$ cat src/rtl/vga_sprite_render.sv
// Pixel stage after the VGA timing generator: border, one solid sprite, background.
// Two-cycle pixel pipeline; sprite position updates are double-buffered and committed in vertical blanking.
module vga_sprite_render #(
  parameter int          SPR_W        = 32,
  parameter int          SPR_H        = 32,
  parameter int          H_VIS        = 1280,
  parameter int          V_VIS        = 1024,
  parameter logic [11:0] BG_COLOR     = 12'h000,
  parameter logic [11:0] SPR_COLOR    = 12'hF00,
  parameter logic [11:0] BORDER_COLOR = 12'hFFF,
  parameter logic        SYNC_IDLE    = 1'b0
) (
  input  logic        vgaClk,
  input  logic        rst_n,
  input  logic [11:0] x_in,
  input  logic [11:0] y_in,
  input  logic        valid_in,
  input  logic        hsync_in,
  input  logic        vsync_in,
  input  logic        pos_valid,
  output logic        pos_ready,
  input  logic [11:0] pos_x,
  input  logic [11:0] pos_y,
  output logic [3:0]  vga_r,
  output logic [3:0]  vga_g,
  output logic [3:0]  vga_b,
  output logic        hsync_out,
  output logic        vsync_out,
  output logic        frame_tick,
  output logic [15:0] frame_count
);

  localparam logic [12:0] MAX_X   = 13'(H_VIS - SPR_W);
  localparam logic [12:0] MAX_Y   = 13'(V_VIS - SPR_H);
  localparam logic [11:0] RST_X   = 12'((H_VIS - SPR_W) / 2);
  localparam logic [11:0] RST_Y   = 12'((V_VIS - SPR_H) / 2);
  localparam logic [12:0] SPR_W13 = 13'(SPR_W);
  localparam logic [12:0] SPR_H13 = 13'(SPR_H);
  localparam logic [11:0] LAST_X  = 12'(H_VIS - 1);
  localparam logic [11:0] LAST_Y  = 12'(V_VIS - 1);
  localparam logic [11:0] COMMIT_Y = 12'(V_VIS);

  logic        pending_full_reg;
  logic [11:0] pend_x_reg, pend_y_reg;
  logic [11:0] act_x_reg, act_y_reg;
  logic        frame_tick_reg;
  logic [15:0] frame_count_reg;
  logic [11:0] pend_x_next, pend_y_next;
  logic        accept, commit;

  logic        valid1_reg, in_spr1_reg, in_border1_reg;
  logic        in_spr_next, in_border_next;
  logic [11:0] rgb_reg, rgb_next;
  logic [1:0]  sync_in, sync_out;

  assign pos_ready = !pending_full_reg;
  assign accept    = pos_valid && !pending_full_reg;
  // First blanking line start: the only point where the active position may change.
  assign commit    = (x_in == 12'd0) && (y_in == COMMIT_Y) && pending_full_reg;

  always_comb begin
    pend_x_next = pos_x;
    pend_y_next = pos_y;
    if ({1'b0, pos_x} > MAX_X) pend_x_next = 12'(MAX_X);
    if ({1'b0, pos_y} > MAX_Y) pend_y_next = 12'(MAX_Y);
  end

  always_ff @(posedge vgaClk or negedge rst_n) begin
    if (!rst_n) begin
      pending_full_reg <= 1'b0;
      pend_x_reg       <= 12'd0;
      pend_y_reg       <= 12'd0;
      act_x_reg        <= RST_X;
      act_y_reg        <= RST_Y;
      frame_tick_reg   <= 1'b0;
      frame_count_reg  <= 16'd0;
    end else begin
      frame_tick_reg <= commit;
      if (commit) begin
        act_x_reg        <= pend_x_reg;
        act_y_reg        <= pend_y_reg;
        pending_full_reg <= 1'b0;
        frame_count_reg  <= frame_count_reg + 16'd1;
      end else if (accept) begin
        pend_x_reg       <= pend_x_next;
        pend_y_reg       <= pend_y_next;
        pending_full_reg <= 1'b1;
      end
    end
  end

  assign frame_tick  = frame_tick_reg;
  assign frame_count = frame_count_reg;

  // 13-bit compares so ax+SPR_W at the right/bottom edge cannot wrap.
  always_comb begin
    in_spr_next = ({1'b0, x_in} >= {1'b0, act_x_reg}) &&
                  ({1'b0, x_in} <  ({1'b0, act_x_reg} + SPR_W13)) &&
                  ({1'b0, y_in} >= {1'b0, act_y_reg}) &&
                  ({1'b0, y_in} <  ({1'b0, act_y_reg} + SPR_H13));
    in_border_next = valid_in && ((x_in == 12'd0) || (x_in == LAST_X) ||
                                  (y_in == 12'd0) || (y_in == LAST_Y));
  end

  always_ff @(posedge vgaClk or negedge rst_n) begin
    if (!rst_n) begin
      valid1_reg     <= 1'b0;
      in_spr1_reg    <= 1'b0;
      in_border1_reg <= 1'b0;
    end else begin
      valid1_reg     <= valid_in;
      in_spr1_reg    <= in_spr_next;
      in_border1_reg <= in_border_next;
    end
  end

  always_comb begin
    rgb_next = BG_COLOR;
    if (!valid1_reg)         rgb_next = 12'h000;
    else if (in_border1_reg) rgb_next = BORDER_COLOR;
    else if (in_spr1_reg)    rgb_next = SPR_COLOR;
  end

  always_ff @(posedge vgaClk or negedge rst_n) begin
    if (!rst_n) rgb_reg <= 12'h000;
    else        rgb_reg <= rgb_next;
  end

  assign vga_r = rgb_reg[11:8];
  assign vga_g = rgb_reg[7:4];
  assign vga_b = rgb_reg[3:0];

  assign sync_in = {vsync_in, hsync_in};

  // Each sync gets its own two-flop delay so it stays aligned with RGB.
  for (genvar gi = 0; gi < 2; gi++) begin : g_sync
    logic d1_reg, d2_reg;
    always_ff @(posedge vgaClk or negedge rst_n) begin
      if (!rst_n) begin
        d1_reg <= SYNC_IDLE;
        d2_reg <= SYNC_IDLE;
      end else begin
        d1_reg <= sync_in[gi];
        d2_reg <= d1_reg;
      end
    end
    assign sync_out[gi] = d2_reg;
  end

  assign hsync_out = sync_out[0];
  assign vsync_out = sync_out[1];

endmodule

$ cat config.mk
export PLATFORM = sky130hd
export DESIGN_NAME = vga_sprite_render
export DESIGN_NICKNAME = d
export VERILOG_FILES = /design/src/rtl/vga_sprite_render.sv
export SDC_FILE = /design/constraint.sdc
export NUM_CORES = 1
export LEC_CHECK = 0
export ABC_CLOCK_PERIOD_IN_PS = 6000
export CAP_MARGIN = 20
export CORE_AREA = 2 2 89 91
export CTS_BUF_LIST = sky130_fd_sc_hd__clkbuf_2
export DETAILED_ROUTE_END_ITERATION = 10
export DIE_AREA = 0 0 91 93
export GPL_TIMING_DRIVEN = 0
export PLACE_DENSITY = 0.9
export SLEW_MARGIN = 10
export SYNTH_ARGS = -nofsm -noshare
export SYNTH_HDL_FRONTEND = slang
export SYNTH_SLANG_ARGS = --single-unit
export TNS_END_PERCENT = 10
$ cat constraint.sdc
create_clock -name vgaClk -period 6 [get_ports vgaClk]
set_input_delay 1.8 -clock vgaClk [delete_from_list [all_inputs] [get_ports vgaClk]]
set_output_delay 1.8 -clock vgaClk [all_outputs]
set_load 0.05 [all_outputs]
==> results.cfg, run 1 <==
[worst_setup_path]
path_max_fanout = 10
start_kind = input pin
r2r_start = act_x_reg[5]$_DFFE_PN1P_
crit_type = in -> reg
critPathLaunch = y_in[1]
endpoint_kind = flip-flop
arrival_ps = 4140
required_ps = 6400

[cts]
insertion_delay_ps = 490
cts_hold_buf = 0
cts_tree = built
cts_root_buf = clkbuf_2
htree_num_levels = 3
numCtsBuffers = 9
cts-resized-gates = 0
cts_buffer_depth = 2
cts.sinks = 75
clk_pin_slew_ps = 190
postCtsSetupBuffers = 0

[timing]
timing.final.crit_share_pct = 62.4
relSlewSlack_pct = 65.2
grt_setup_unrepaired = no
setup_slack_ps = 2260
hold_viol_final = 0
fin_tns_setup_ps = 0
finClkSkew_ps = 35.3
timing.hold.ws_ps = 373
min_period_ps = 3740
finalSetupViolCount = 0
drv_slew = 0
fmax_mhz = 267
tightest_slew_ps = 521

[status]
status = finished clean

[power]
p_per_area_nw_per_um2 = 167
p_clk_share_pct = 29.8
power_leakage_nw = 2.50
switchingPower_uw = 220
ir_drop_mv = 0.133
pwr-share-seq_pct = 59.3
power_frac_comb_pct = 10.9
power_uw = 885
p_sw_share_pct = 24.9
internal-power_uw = 665

[final_layout]
postLayoutCoreUtil_pct = 70.3
area_growth_pct = 26.5
instances_no_fill = 623
diodes = 0
drive_gt1_share_pct = 8.83
mostFrequentLayoutCell = clkdlybuf4s50_1
final_cell_mix = clkdlybuf4s50_1, dfrtp_1, nand2_1
multiInputGateArea_sq_um = 2040
fin_nets = 612
fin_area_sq_um = 5290
ff_latch_area_sq_um = 1890
largest_register_ffs = 16
fillCellCount = 575

[route]
drc = 0
dr.first_iter.drc_count = 227
dr.pass1.iters = 5
routed_via_density = 5.70
wire_per_inst_um = 15.7
vias = 3552
ant_nets = 0
wl_mm = 9.78

[synthesis]
synth.avg_cell_area_sq_um = 9.96
syn_inst = 420
synth_ff_type = dfrtp_1
synth_area_sq_um = 4180
synthArstFlopShare_pct = 100
synth-edff-count = 0
synth_warnings = 0
syn_nets = 515
synth.distinct_cells = 46
ys_seq_area_share_pct = 45.2
ys_ff_latch = 75

[grt]
grt_pass1_vias = 3503
global_route.usage.met2_pct = 40.4
top_usage_layer = met2
antenna_found_initial = 0
grt_util_met3_pct = 4.19
grt_max_degree = 62
grt_pass1_wl_mm = 16.6
grt.overflow.total = 0
met1_usage_pct = 32.6
grtUsageTotal_pct = 24.3

[floorplanning]
start_util_pct = 55.6
die_h_um = 93
die_area_sq_um = 8460
fp-row-count = 32
die_x_um = 91
io_pins = 86
coreArea_sq_um = 7530

[place]
gp_congestion = 0.891
portBuffers = 85
dpl.cell_count = 608
dp_worst_setup_slack_ps = 1760
dpl-instance-area_sq_um = 5180
dpl.hpwl_mm = 7.76

[hold_path]
hp-start = g_sync[0].d1_reg$_DFF_PN0_
hp-class = reg -> reg

[flow_run]
max_cap_violations = 0
## power groups by stage
stage / Combinational, mW / Sequential (mW) / Clock (mW)
after global placement: 0.0906 / 0.532 / 0
after CTS: 0.0970 / 0.524 / 0.270
after global routing: 0.107 / 0.526 / 0.290
after detailed placement: 0.0967 / 0.533 / 0
final: 0.0965 / 0.524 / 0.264
after floorplan: 0.0298 / 0.533 / 0
## final timing paths
| path | to | slack [ps] | cells past startpoint |
|---|---|---|---|
| max | act_x_reg[9]$_DFFE_PN1P_ | 2260 | 8 |
| min | hsync_out$_DFF_PN0_ | 370 | 0 |
| max reg2reg | in_spr1_reg$_DFF_PN0_ | 3510 | 10 |
| min reg2reg | hsync_out$_DFF_PN0_ | 370 | 0 |
| max in group asynchronous | act_x_reg[9]$_DFFE_PN1P_ | 4240 | 2 |
| min in group asynchronous | act_y_reg[9]$_DFFE_PN0P_ | 1120 | 1 |
## synth_stat cells (10+ instances only)
| library cell | number | area [sq um] |
|---|---|---|
| nand4_1 | 16 | 100 |
| nand3_1 | 18 | 90.1 |
| a21oi_1 | 22 | 110 |
| ha_1 | 41 | 513 |
| inv_1 | 34 | 128 |
| nor2_1 | 11 | 41.3 |
| xnor2_1 | 18 | 158 |
| a22o_1 | 11 | 96.3 |
| dfrtp_1 | 66 | 1650 |
| buf_4 | 10 | 75.1 |
| nand2_1 | 47 | 176 |
| o21ai_0 | 28 | 140 |
## logic make-up (layout without fill, tap and decap cells)
group / after synthesis / in the layout / synth area share (%)
buf+inv: 54 / 155 / 5.98
flops: 75 / 75 / 45.2
simple gates: 140 / 140 / 18.2
compound gates: 82 / 82 / 12.4
fa+ha+maj: 41 / 41 / 12.3
xor+xnor: 25 / 25 / 5.24
mux: 3 / 3 / 0.808
## per-layer routing
layer | wire, um | vias to the layer above | part of all wire (%)
met4 | 175 | 0 | 1.8
met3 | 595 | 14 | 6.1
li1 | - | 1683 | -
met2 | 4770 | 156 | 49
met1 | 4240 | 1699 | 43
met5 | 0 | - | 0
## cell type report
type / instances / share of cell area (%)
multi-input cells: 291 / 38.6
flip-flops and latches: 75 / 35.7
repair buffers: 86 / 16.6
inverters: 34 / 2.41
well taps: 102 / 2.41
plain buffers: 20 / 2.32
clock inverters: 5 / 1.04
clock buffers: 10 / 0.946
## worst max-delay path, cell delays in order
cell and delay (ps):
clkdlybuf4s50_1 460, nor4_1 370, nand3_1 260, nor3_1 330, buf_2 300, buf_1 360
nand2_1 160, o21ai_0 100
(Power assumes the default switching activity.)
==> run 2: changes to the inputs <==
--- a/config.mk
+++ b/config.mk
@@ -5,14 +5,14 @@
 export SDC_FILE = /design/constraint.sdc
 export NUM_CORES = 1
 export LEC_CHECK = 0
-export ABC_CLOCK_PERIOD_IN_PS = 6000
+export ABC_CLOCK_PERIOD_IN_PS = 3670
 export CAP_MARGIN = 20
-export CORE_AREA = 2 2 89 91
+export CORE_AREA = 2 2 92 94
 export CTS_BUF_LIST = sky130_fd_sc_hd__clkbuf_2
 export DETAILED_ROUTE_END_ITERATION = 10
-export DIE_AREA = 0 0 91 93
+export DIE_AREA = 0 0 94 96
 export GPL_TIMING_DRIVEN = 0
-export PLACE_DENSITY = 0.9
+export PLACE_DENSITY = 0.85
 export SLEW_MARGIN = 10
 export SYNTH_ARGS = -nofsm -noshare
 export SYNTH_HDL_FRONTEND = slang
==> constraint.sdc (replaced) <==
create_clock -name vgaClk -period 3.67 [get_ports vgaClk]
set_input_delay 1.101 -clock vgaClk [delete_from_list [all_inputs] [get_ports vgaClk]]
set_output_delay 1.101 -clock vgaClk [all_outputs]
set_load 0.05 [all_outputs]
==> results.cfg, run 2 (synthesis results as in run 1) <==
[status]
status = finished clean

[timing]
grt_setup_unrepaired = no
min_period_ps = 3130
tightest_slew_ps = 516
relSlewSlack_pct = 65.5
fmax_mhz = 319
drv_slew = 0
finalSetupViolCount = 0
timing.hold.ws_ps = 371
hold_viol_final = 0
timing.final.crit_share_pct = 85.3
finClkSkew_ps = 21.3

[grt]
antenna_found_initial = 0
grt_pass1_wl_mm = 15.5
grt_max_degree = 56
grt_pass1_vias = 3321
grtUsageTotal_pct = 21.9
grt.overflow.total = 0

[worst_setup_path]
crit_buf_inv = 3
path_max_fanout = 10
start_kind = input pin
cpMaxStageDelayCell = clkdlybuf4s50_1
arrival_ps = 3530
required_ps = 4070
crit_path_max_incr_delay_ps = 470
crit_chain = clkdlybuf4s50_1 > nor4_1 > nand3_1 > nor3_1 > buf_2 > clkbuf_1 > nand2_1 > o21ai_0
crit_type = in -> reg
path_delay_family = buffers and inverters
endpoint_kind = flip-flop

[route]
routed_via_density = 5.57
wl_mm = 9.61
dr.pass1.iters = 4
wire_per_inst_um = 15.3
drc = 0
dr.first_iter.drc_count = 164
ant_nets = 0
vias = 3492

[cts]
postCtsSetupBuffers = 0
clk_pin_slew_ps = 180
numCtsBuffers = 9
cts-resized-gates = 0
cts_buffer_depth = 2
insertion_delay_ps = 480
htree_num_levels = 3
cts.sinks = 75
cts_tree = built
cts_hold_buf = 0
cts_root_buf = clkbuf_2

[place]
portBuffers = 85
dpl-instance-area_sq_um = 5190
dpl.hpwl_mm = 7.58
gp_congestion = 0.851

[floorplanning]
coreArea_sq_um = 8050
die_area_sq_um = 9020
die_x_um = 94
die_h_um = 96
io_pins = 86
start_util_pct = 51.9
fp-row-count = 33

[final_layout]
fillCellCount = 643
multiInputGateArea_sq_um = 2040
largest_register_ffs = 16
fin_nets = 612
fin_area_sq_um = 5320
ff_latch_area_sq_um = 1890
final_cell_mix = clkdlybuf4s50_1, dfrtp_1, nand2_1
diodes = 0
area_growth_pct = 27.2
postLayoutCoreUtil_pct = 66.1
mostFrequentLayoutCell = clkdlybuf4s50_1
drive_gt1_share_pct = 8.81

[hold_path]
hp-class = reg -> reg

[power]
ir_drop_mv = 0.204
power_leakage_nw = 2.51
p_per_area_nw_per_um2 = 284

[flow_run]
max_cap_violations = 0
run 2: cell types whose count changed in the layout (fill, tap and decap cells not counted):
| cell | previous run | this run |
|---|---|---|
| bufinv_16 | 1 | 2 |
| clkinv_4 | 1 | 0 |
| clkinv_1 | 1 | 2 |
run 2: per-layer routing:
| layer | track usage, % | vias to the layer above | part of all wire (%) |
|---|---|---|---|
| met3 | 2.43 | 16 | 4.4 |
| met1 | 30.3 | 1685 | 46 |
| li1 | - | 1682 | - |
| met2 | 35.4 | 109 | 47 |
| met4 | 9.30 | 0 | 2.3 |
| met5 | 0 | - | 0 |
run 2: final timing paths:
| path | slack [ps] | from | depth (start not counted) | end |
|---|---|---|---|---|
| min in group asynchronous | 470 | rst_n | 1 | act_y_reg[9]$_DFFE_PN0P_ |
| setup reg to reg | 1040 | act_x_reg[5]$_DFFE_PN1P_ | 10 | in_spr1_reg$_DFF_PN0_ |
| hold reg to reg | 370 | g_sync[0].d1_reg$_DFF_PN0_ | 0 | hsync_out$_DFF_PN0_ |
| hold / removal | 370 | g_sync[0].d1_reg$_DFF_PN0_ | 0 | hsync_out$_DFF_PN0_ |
| setup / recovery | 540 | y_in[1] | 8 | act_x_reg[1]$_DFFE_PN0P_ |
| max in group asynchronous | 2590 | rst_n | 2 | act_x_reg[4]$_DFFE_PN1P_ |
run 2: area by class of cell:
type / instances / share of cell area, %
plain buffers: 20 / 2.31
inverters: 34 / 2.40
multi-input cells: 291 / 38.4
well taps: 105 / 2.47
repair buffers: 86 / 16.5
clock inverters: 6 / 1.51
flip-flops and latches: 75 / 35.5
clock buffers: 10 / 0.941
run 2: report_power, final:
group	internal (mW)	leakage, nW	switching [mW]	total [mW]
registers	0.846	0.896	0.0108	0.857
logic	0.0861	1.54	0.0717	0.158
clock network	0.223	0.0770	0.271	0.494
run 2: through the flow:
step                setup slack [ps]  std cells  setup TNS [ps]  power (mW)
floorplan                       1030        420               0       0.920
global placement                -935        610          -62270        1.02
detailed placement              92.7        611               0        1.03
CTS                              609        627               0        1.52
global route                     409        627               0        1.58
finish                           538        627               0        1.51
